$ cat src/rtl/sha256_block_ctrl.sv
// sha256_block_ctrl: one-block-at-a-time SHA-256 compression controller.
// Accepts a padded 512-bit block, runs 64 rounds (one per cycle) with the
// message schedule generated in a rolling 16-word window, then folds the
// working variables into the chain value H.
// Optional feature: define SHA256_BLOCK_CTRL_ABORT_EN to add an abort input.
module sha256_block_ctrl (
  input  logic         clk,
  input  logic         rst_n,
  input  logic         blk_valid,
  output logic         blk_ready,
  input  logic [511:0] blk_data,
  input  logic         blk_first,
  input  logic         blk_last,
`ifdef SHA256_BLOCK_CTRL_ABORT_EN
  input  logic         abort,
`endif
  output logic         busy,
  output logic         digest_valid,
  output logic [255:0] digest
);

  typedef enum logic [1:0] {IDLE, LOAD, ROUND, UPDATE} state_e;

  localparam logic [31:0] IV [8] = '{
    32'h6a09e667, 32'hbb67ae85, 32'h3c6ef372, 32'ha54ff53a,
    32'h510e527f, 32'h9b05688c, 32'h1f83d9ab, 32'h5be0cd19
  };

  localparam logic [31:0] K [64] = '{
    32'h428a2f98, 32'h71374491, 32'hb5c0fbcf, 32'he9b5dba5, 32'h3956c25b, 32'h59f111f1, 32'h923f82a4, 32'hab1c5ed5,
    32'hd807aa98, 32'h12835b01, 32'h243185be, 32'h550c7dc3, 32'h72be5d74, 32'h80deb1fe, 32'h9bdc06a7, 32'hc19bf174,
    32'he49b69c1, 32'hefbe4786, 32'h0fc19dc6, 32'h240ca1cc, 32'h2de92c6f, 32'h4a7484aa, 32'h5cb0a9dc, 32'h76f988da,
    32'h983e5152, 32'ha831c66d, 32'hb00327c8, 32'hbf597fc7, 32'hc6e00bf3, 32'hd5a79147, 32'h06ca6351, 32'h14292967,
    32'h27b70a85, 32'h2e1b2138, 32'h4d2c6dfc, 32'h53380d13, 32'h650a7354, 32'h766a0abb, 32'h81c2c92e, 32'h92722c85,
    32'ha2bfe8a1, 32'ha81a664b, 32'hc24b8b70, 32'hc76c51a3, 32'hd192e819, 32'hd6990624, 32'hf40e3585, 32'h106aa070,
    32'h19a4c116, 32'h1e376c08, 32'h2748774c, 32'h34b0bcb5, 32'h391c0cb3, 32'h4ed8aa4a, 32'h5b9cca4f, 32'h682e6ff3,
    32'h748f82ee, 32'h78a5636f, 32'h84c87814, 32'h8cc70208, 32'h90befffa, 32'ha4506ceb, 32'hbef9a3f7, 32'hc67178f2
  };

  function automatic logic [31:0] rotr(input logic [31:0] x, input int unsigned n);
    return (x >> n) | (x << (32 - n));
  endfunction

  state_e       state_q, state_d;
  logic [5:0]   t_q, t_d;
  logic [31:0]  w_q [16];
  logic [31:0]  w_d [16];
  logic [31:0]  work_q [8];
  logic [31:0]  work_d [8];
  logic [31:0]  h_q [8];
  logic [31:0]  h_d [8];
  logic [511:0] blk_q, blk_d;
  logic         first_q, first_d;
  logic         last_q, last_d;
  logic         dv_q, dv_d;
  logic         abort_req;

  logic [31:0]  bs0, bs1, ch, maj, t1, t2, w_new;

`ifdef SHA256_BLOCK_CTRL_ABORT_EN
  assign abort_req = abort;
`else
  assign abort_req = 1'b0;
`endif

  // Round function and schedule expansion from the current registers.
  // The window holds W[t..t+15]; w_new is W[t+16], shifted in each round.
  always_comb begin
    bs1   = rotr(work_q[4], 6) ^ rotr(work_q[4], 11) ^ rotr(work_q[4], 25);
    ch    = (work_q[4] & work_q[5]) ^ (~work_q[4] & work_q[6]);
    t1    = work_q[7] + bs1 + ch + K[t_q] + w_q[0];
    bs0   = rotr(work_q[0], 2) ^ rotr(work_q[0], 13) ^ rotr(work_q[0], 22);
    maj   = (work_q[0] & work_q[1]) ^ (work_q[0] & work_q[2]) ^ (work_q[1] & work_q[2]);
    t2    = bs0 + maj;
    w_new = (rotr(w_q[14], 17) ^ rotr(w_q[14], 19) ^ (w_q[14] >> 10)) + w_q[9]
          + (rotr(w_q[1], 7) ^ rotr(w_q[1], 18) ^ (w_q[1] >> 3)) + w_q[0];
  end

  // Next-state and datapath update for the block FSM.
  always_comb begin
    state_d = state_q;
    t_d     = t_q;
    w_d     = w_q;
    work_d  = work_q;
    h_d     = h_q;
    blk_d   = blk_q;
    first_d = first_q;
    last_d  = last_q;
    dv_d    = 1'b0;
    unique case (state_q)
      IDLE: begin
        if (blk_valid) begin
          blk_d   = blk_data;
          first_d = blk_first;
          last_d  = blk_last;
          state_d = LOAD;
        end
      end
      LOAD: begin
        for (int unsigned i = 0; i < 16; i++) w_d[i] = blk_q[32*(15-i) +: 32];
        for (int unsigned i = 0; i < 8; i++)  work_d[i] = first_q ? IV[i] : h_q[i];
        t_d     = '0;
        state_d = ROUND;
      end
      ROUND: begin
        for (int unsigned i = 0; i < 15; i++) w_d[i] = w_q[i+1];
        w_d[15]   = w_new;
        work_d[7] = work_q[6];
        work_d[6] = work_q[5];
        work_d[5] = work_q[4];
        work_d[4] = work_q[3] + t1;
        work_d[3] = work_q[2];
        work_d[2] = work_q[1];
        work_d[1] = work_q[0];
        work_d[0] = t1 + t2;
        if (t_q == 6'd63) state_d = UPDATE;
        else              t_d = t_q + 6'd1;
      end
      UPDATE: begin
        for (int unsigned i = 0; i < 8; i++) h_d[i] = (first_q ? IV[i] : h_q[i]) + work_q[i];
        dv_d    = last_q;
        state_d = IDLE;
      end
    endcase
    // Abort overrides the case result: chain value and pulse are held back.
    if (abort_req && (state_q != IDLE)) begin
      state_d = IDLE;
      h_d     = h_q;
      dv_d    = 1'b0;
    end
  end

  // FSM state register.
  always_ff @(posedge clk or negedge rst_n) begin
    if (!rst_n) state_q <= IDLE;
    else        state_q <= state_d;
  end

  // Datapath registers: round counter, schedule window, working vars, chain value.
  always_ff @(posedge clk or negedge rst_n) begin
    if (!rst_n) begin
      t_q     <= '0;
      for (int unsigned i = 0; i < 16; i++) w_q[i] <= '0;
      for (int unsigned i = 0; i < 8; i++) begin
        work_q[i] <= '0;
        h_q[i]    <= IV[i];
      end
      blk_q   <= '0;
      first_q <= 1'b0;
      last_q  <= 1'b0;
      dv_q    <= 1'b0;
    end else begin
      t_q     <= t_d;
      w_q     <= w_d;
      work_q  <= work_d;
      h_q     <= h_d;
      blk_q   <= blk_d;
      first_q <= first_d;
      last_q  <= last_d;
      dv_q    <= dv_d;
    end
  end

  assign blk_ready    = (state_q == IDLE);
  assign busy         = (state_q != IDLE);
  assign digest_valid = dv_q;
  assign digest       = {h_q[0], h_q[1], h_q[2], h_q[3], h_q[4], h_q[5], h_q[6], h_q[7]};

endmodule

$ cat config.mk
export PLATFORM = sky130hd
export DESIGN_NAME = sha256_block_ctrl
export DESIGN_NICKNAME = d
export VERILOG_FILES = /design/src/rtl/sha256_block_ctrl.sv
export SDC_FILE = /design/constraint.sdc
export NUM_CORES = 2
export LEC_CHECK = 0
export ABC_AREA = 1
export ABC_CLOCK_PERIOD_IN_PS = 10800
export BUFFER_PORTS_ARGS = -buffer_cell sky130_fd_sc_hd__buf_4
export CORE_ASPECT_RATIO = 1.5
export CORE_UTILIZATION = 60
export CTS_CLUSTER_DIAMETER = 50
export DETAILED_ROUTE_END_ITERATION = 8
export PLACE_DENSITY_LB_ADDON = 0.12
export SLEW_MARGIN = 0
export SYNTH_ARGS = -nofsm -noshare
export SYNTH_HDL_FRONTEND = slang
export SYNTH_SLANG_ARGS = --single-unit
$ cat constraint.sdc
create_clock -name clk -period 10.8 [get_ports clk]
set_input_delay 2.16 -clock clk [delete_from_list [all_inputs] [get_ports clk]]
set_output_delay 2.16 -clock clk [all_outputs]
set_load 0.05 [all_outputs]
==> impl_metrics.py, run 1 <==
metrics = {
    "logic_synthesis": {
        "synth-main-ff-cell": "dfrtp_1",
        "synth_edf_count": 0,
        "yosysTopAreaCellShare_pct": 36.8,
        "syn-instance-count": 11800,
        "synth.distinct_cells": 63,
        "syn_area_sq_um": 95900,
        "synthArstFlopShare_pct": 100,
        "yosysWarnings": 0,
        "syn-mean-instance-area_sq_um": 8.11,
        "ys_ff_latch": 1547,
        "yosysSeqAreaShare_pct": 40.5,
        "syn_nets": 12900,
        "yosysTopAreaCell": "dfrtp_1",
        "synthTopCellsByArea": "dfrtp_1 (37%), o21ai_0 (8.7%), nand2_1 (7.2%)",
    },
    "clock_network": {
        "ctsHoldBuffers": 0,
        "clk_path_buf_depth": 3,
        "cts_resized": 0,
        "cts_sinks": 1547,
        "cts_made_buffers": 164,
        "cts_max_level": 4,
        "post-cts-setup-buffers": 0,
        "root_buffer": "clkbuf_16",
    },
    "grt": {
        "grt.total_usage_pct": 73.7,
        "grt_max_degree": 246,
        "antenna_found_initial": 103,
        "overflow": 23,
    },
    "place": {
        "dpl.hpwl_um": 327000,
        "portBuffers": 775,
        "routabilityCongestion": 1.13,
    },
    "die": {
        "dieHeight_um": 492,
        "rows": 179,
        "io_pins": 776,
        "initial_core_util_pct": 60.5,
        "fp.dieW_um": 328,
    },
    "status": {
        "status": "aborted with a tool error",
        "failing_step": "global routing",
        "error": "[ERROR GRT-0232] Routing congestion too high. Check the congestion heatmap in the GUI.",
    },
}
==> Yosys cell counts, types with 24 or more instances <==
master	n
nand2_1	1847
o21ai_0	1673
dfrtp_1	1411
inv_1	1275
nor2_1	1189
a21oi_1	923
clkbuf_1	545
mux2_2	429
ha_1	399
nand3_1	382
xor2_1	207
fa_1	197
xnor2_1	179
dfstp_2	136
or2_2	112
a31oi_1	105
o22ai_1	90
nor3_1	85
o21ai_1	82
a21o_1	62
o21bai_1	56
or2_1	51
buf_1	34
nand4_1	32
buf_2	30
o21a_1	24
==> per-layer routing <==
metal  track usage [%]  overflow
met1              70.2         2
met2              92.3         9
met3              57.3         2
met4              77.5        10
met5              32.1         0
==> stage by stage <==
stage / cells / cell area (sq um) / utilization, % / hold slack (ns) / setup slack, ns
4_1_cts: 14500 / 109000 / 68.5 / 0.467 / 2.77
3_5_place_dp: 14200 / 103000 / 64.9 / 0.452 / 2.84
2_1_floorplan: 11800 / 95900 / - / 0.431 / 4.42
3_3_place_gp: 14200 / 103000 / 64.9 / 0.440 / 2.95
==> cells by family after synthesis <==
kind of cell	share of synthesized area (%)
flip-flops	40.5
AND/OR/NAND/NOR	16.1
buffers and inverters	7.46
adder cells (fa/ha/maj)	9.34
AO/OA/AOI/OAI	18.0
XOR/XNOR	3.53
multiplexers	5.04
==> run 2: changes to the inputs <==
Settings changed: CORE_ASPECT_RATIO 1.5 to unset, CORE_UTILIZATION 60 to 40, CTS_CLUSTER_DIAMETER 50 to unset, PLACE_DENSITY_LB_ADDON 0.12 to 0.15.
==> run 2 against run 1 <==
  * Synthesized cell count unchanged
  * Synthesized area did not move
  * The flow now finishes, with violations (DRC)
==> impl_metrics.py, run 2 <==
metrics = {
    "critical_path": {
        "reg2reg_setup_slack_ns": 2.53,
        "worst_setup_path_start_kind": "flip-flop",
        "critPathMaxStageDelay_ns": 0.77,
        "worst_path_max_delay_cell": "dfrtp_1",
        "end_kind": "flip-flop",
        "worstPathArrival_ns": 9.06,
        "path_class": "flip-flop to flip-flop",
        "r2r_cells": 37,
        "reg2reg_to": "work_q[252]",
        "cp_max_fo": 17,
        "worstPathRequired_ns": 11.59,
        "crit_path_frequent_cell": "nand2_1",
        "r2r_start": "t_q[0]",
    },
    "layout": {
        "fin_nets": 13400,
        "drive_gt1_share_pct": 15.0,
        "layout_commonest_cell": "nand2_1",
        "finalNonFillerCells": 15600,
        "top_regs": "blk_q: 512 flops, w_q: 512 flops",
        "area.growth.synth_to_final_pct": 14.9,
        "final_cell_mix": "nand2_1 (1846), o21ai_0 (1672), dfrtp_1 (1408)",
        "fillers": 23900,
    },
    "die": {
        "dieHeight_um": 492,
        "fp.coreArea_sq_um": 238000,
        "dieArea_sq_um": 242000,
        "rows": 179,
        "io_pins": 776,
        "fp.dieW_um": 492,
        "initial_core_util_pct": 40.3,
    },
    "pwr": {
        "pwr-share-seq_pct": 47.2,
        "p_int_uw": 9390,
        "p_leak_uw": 0.0517,
        "power_frac_clock_pct": 50.1,
        "pwr_density_cell_nw_per_um2": 111,
        "p_sw_uw": 2890,
        "p_comb_share_pct": 2.7,
        "ir_worst_vdd_mv": 0.182,
        "p_sw_share_pct": 23.5,
    },
    "logic_synthesis": {
        "yosysWarnings": 0,
        "yosysSeqAreaShare_pct": 40.5,
        "synth_commonest_cells": "nand2_1 (1847), o21ai_0 (1673), dfrtp_1 (1411), inv_1 (1275), nor2_1 (1189)",
        "synthTopCellsByArea": "dfrtp_1 (37%), o21ai_0 (8.7%), nand2_1 (7.2%)",
        "yosysMostFrequentCell": "nand2_1",
        "ys_ff_latch": 1547,
        "yosysTopAreaCell": "dfrtp_1",
        "synth.distinct_cells": 63,
        "synthArstFlopShare_pct": 100,
        "synth-main-ff-cell": "dfrtp_1",
        "syn-instance-count": 11800,
        "syn_nets": 12900,
        "yosysTopAreaCellShare_pct": 36.8,
        "syn_area_sq_um": 95900,
        "synth_edf_count": 0,
        "syn-mean-instance-area_sq_um": 8.11,
    },
    "timing": {
        "fmax_mhz": 121,
        "finalHoldViolCount": 0,
        "fin_crit_sh_pct": 76.6,
        "finalCriticalPeriod_ns": 8.27,
        "skew_ns": 0.0805,
        "slew_violations": 0,
        "max_slew_margin_pct": 18.5,
        "fin_setup_tns_ns": 0,
        "setup_viol": 0,
        "rsz0062_at_grt": "false",
        "worst_slew_pin_slew_ns": 1.22,
        "whs_ns": 0.463,
    },
    "grt": {
        "antenna_found_initial": 35,
        "grt_first_pass_wirelength_um": 601000,
        "overflow": 0,
        "grt_pass1_vias": 85800,
        "grt_max_degree": 231,
        "grt.total_usage_pct": 33.8,
    },
    "clock_network": {
        "root_buffer": "clkbuf_16",
        "ctsHoldBuffers": 0,
        "clk_latency_ns": 0.92,
        "cts_resized": 0,
        "clk_path_buf_depth": 3,
        "cts_made_buffers": 177,
        "post-cts-setup-buffers": 0,
        "cts_tree": "done",
        "cts_max_level": 4,
        "path_clk_slew_ns": 0.06,
        "cts_sinks": 1547,
    },
    "place": {
        "routabilityCongestion": 0.989,
        "dpl.hpwl_um": 323000,
        "portBuffers": 775,
        "placed_cells": 15200,
    },
    "drt": {
        "vias": 86700,
        "wirelength_um": 415000,
        "ant_nets": 0,
        "drt_first_pass_iters": 9,
        "initialDrtViolationCount": 7765,
        "viasPerCell": 5.56,
        "drc": 64,
        "wl_per_cell_um": 26.7,
    },
    "job": {
        "cap_violations": 0,
    },
    "min_path": {
        "worstHoldPathCells": 2,
        "min_from": "last_q",
        "min_path_type": "flip-flop to flip-flop",
        "whs_endpoint": "digest_valid",
    },
    "status": {
        "status": "complete, but fails checks",
        "failed_checks": "DRC",
    },
}
## run 2: stage by stage
| step | setup slack [ns] | area [sq um] | utilization, % | total power (uW) |
|---|---|---|---|---|
| 6_report | 2.53 | 110000 | 46.3 | 12300 |
| 5_1_grt | 1.86 | 110000 | 46.3 | 12600 |
| 4_1_cts | 2.52 | 110000 | 46.3 | 12400 |
| 3_5_place_dp | 2.53 | 104000 | 43.8 | 6240 |
| 3_3_place_gp | 2.52 | 104000 | 43.8 | 6230 |
| 2_1_floorplan | 4.42 | 95900 | - | 5910 |
## run 2: cells by family (layout without fill, tap and decap cells)
| group | Yosys count | in the layout | synth area share (%) |
|---|---|---|---|
| compound gates | 3198 | 3198 | 18.0 |
| xor+xnor | 386 | 386 | 3.53 |
| mux | 429 | 429 | 5.04 |
| simple gates | 3772 | 3772 | 16.1 |
| buf+inv | 1896 | 2460 | 7.46 |
| fa+ha+maj | 598 | 598 | 9.34 |
| flops | 1547 | 1547 | 40.5 |
| other cells | 0 | 19 | 0 |
## run 2: how the worst max path moves through the flow
| stage | startpoint | to | slack (ns) | cells past startpoint |
|---|---|---|---|---|
| after floorplan | t_q[0] | work_q[254] | 4.42 | 39 |
| after global routing | t_q[0] | work_q[252] | 1.86 | 37 |
| after global placement | t_q[0] | work_q[252] | 2.52 | 37 |
| after detailed placement | t_q[0] | work_q[252] | 2.53 | 37 |
| final | t_q[0] | work_q[252] | 2.53 | 37 |
| after CTS | t_q[0] | work_q[252] | 2.52 | 37 |
## run 2: layout make-up
class | instances | area, sq um | share of cell area, %
multi-input cells | 8383 | 49900 | 45.3
flip-flops and latches | 1547 | 38900 | 35.3
repair buffers | 856 | 6670 | 6.05
clock buffers | 269 | 5100 | 4.63
inverters | 1286 | 4850 | 4.40
well taps | 3167 | 3960 | 3.60
clock inverters | 49 | 796 | 0.722
diodes | 19 | 47.5 | 0.0431
## run 2: power by group through the flow
stage	registers [uW]	clock network, uW	logic [uW]
2_1_floorplan	5900	0	1.94
3_3_place_gp	5900	0	332
3_5_place_dp	5900	0	332
4_1_cts	5800	6260	333
5_1_grt	5800	6480	352
6_report	5800	6160	326
## run 2: routing by layer
metal / up-vias / wire [um] / global-route usage (%)
met3: 586 / 23000 / 4.14
met5: - / 0 / 0
met4: 0 / 17400 / 13.3
li1: 40000 / - / -
met1: 43000 / 183000 / 46.3
met2: 3070 / 192000 / 54.3
## run 2: worst max-delay path, delay by kind of cell (launching register included)
family	cells	cell delay (ns)
simple gates	15	1.50
flops	1	0.77
fa+ha+maj	7	2.51
buf+inv	5	0.75
xor+xnor	1	0.48
compound gates	9	2.16
Power figures use the tool's default switching activity.
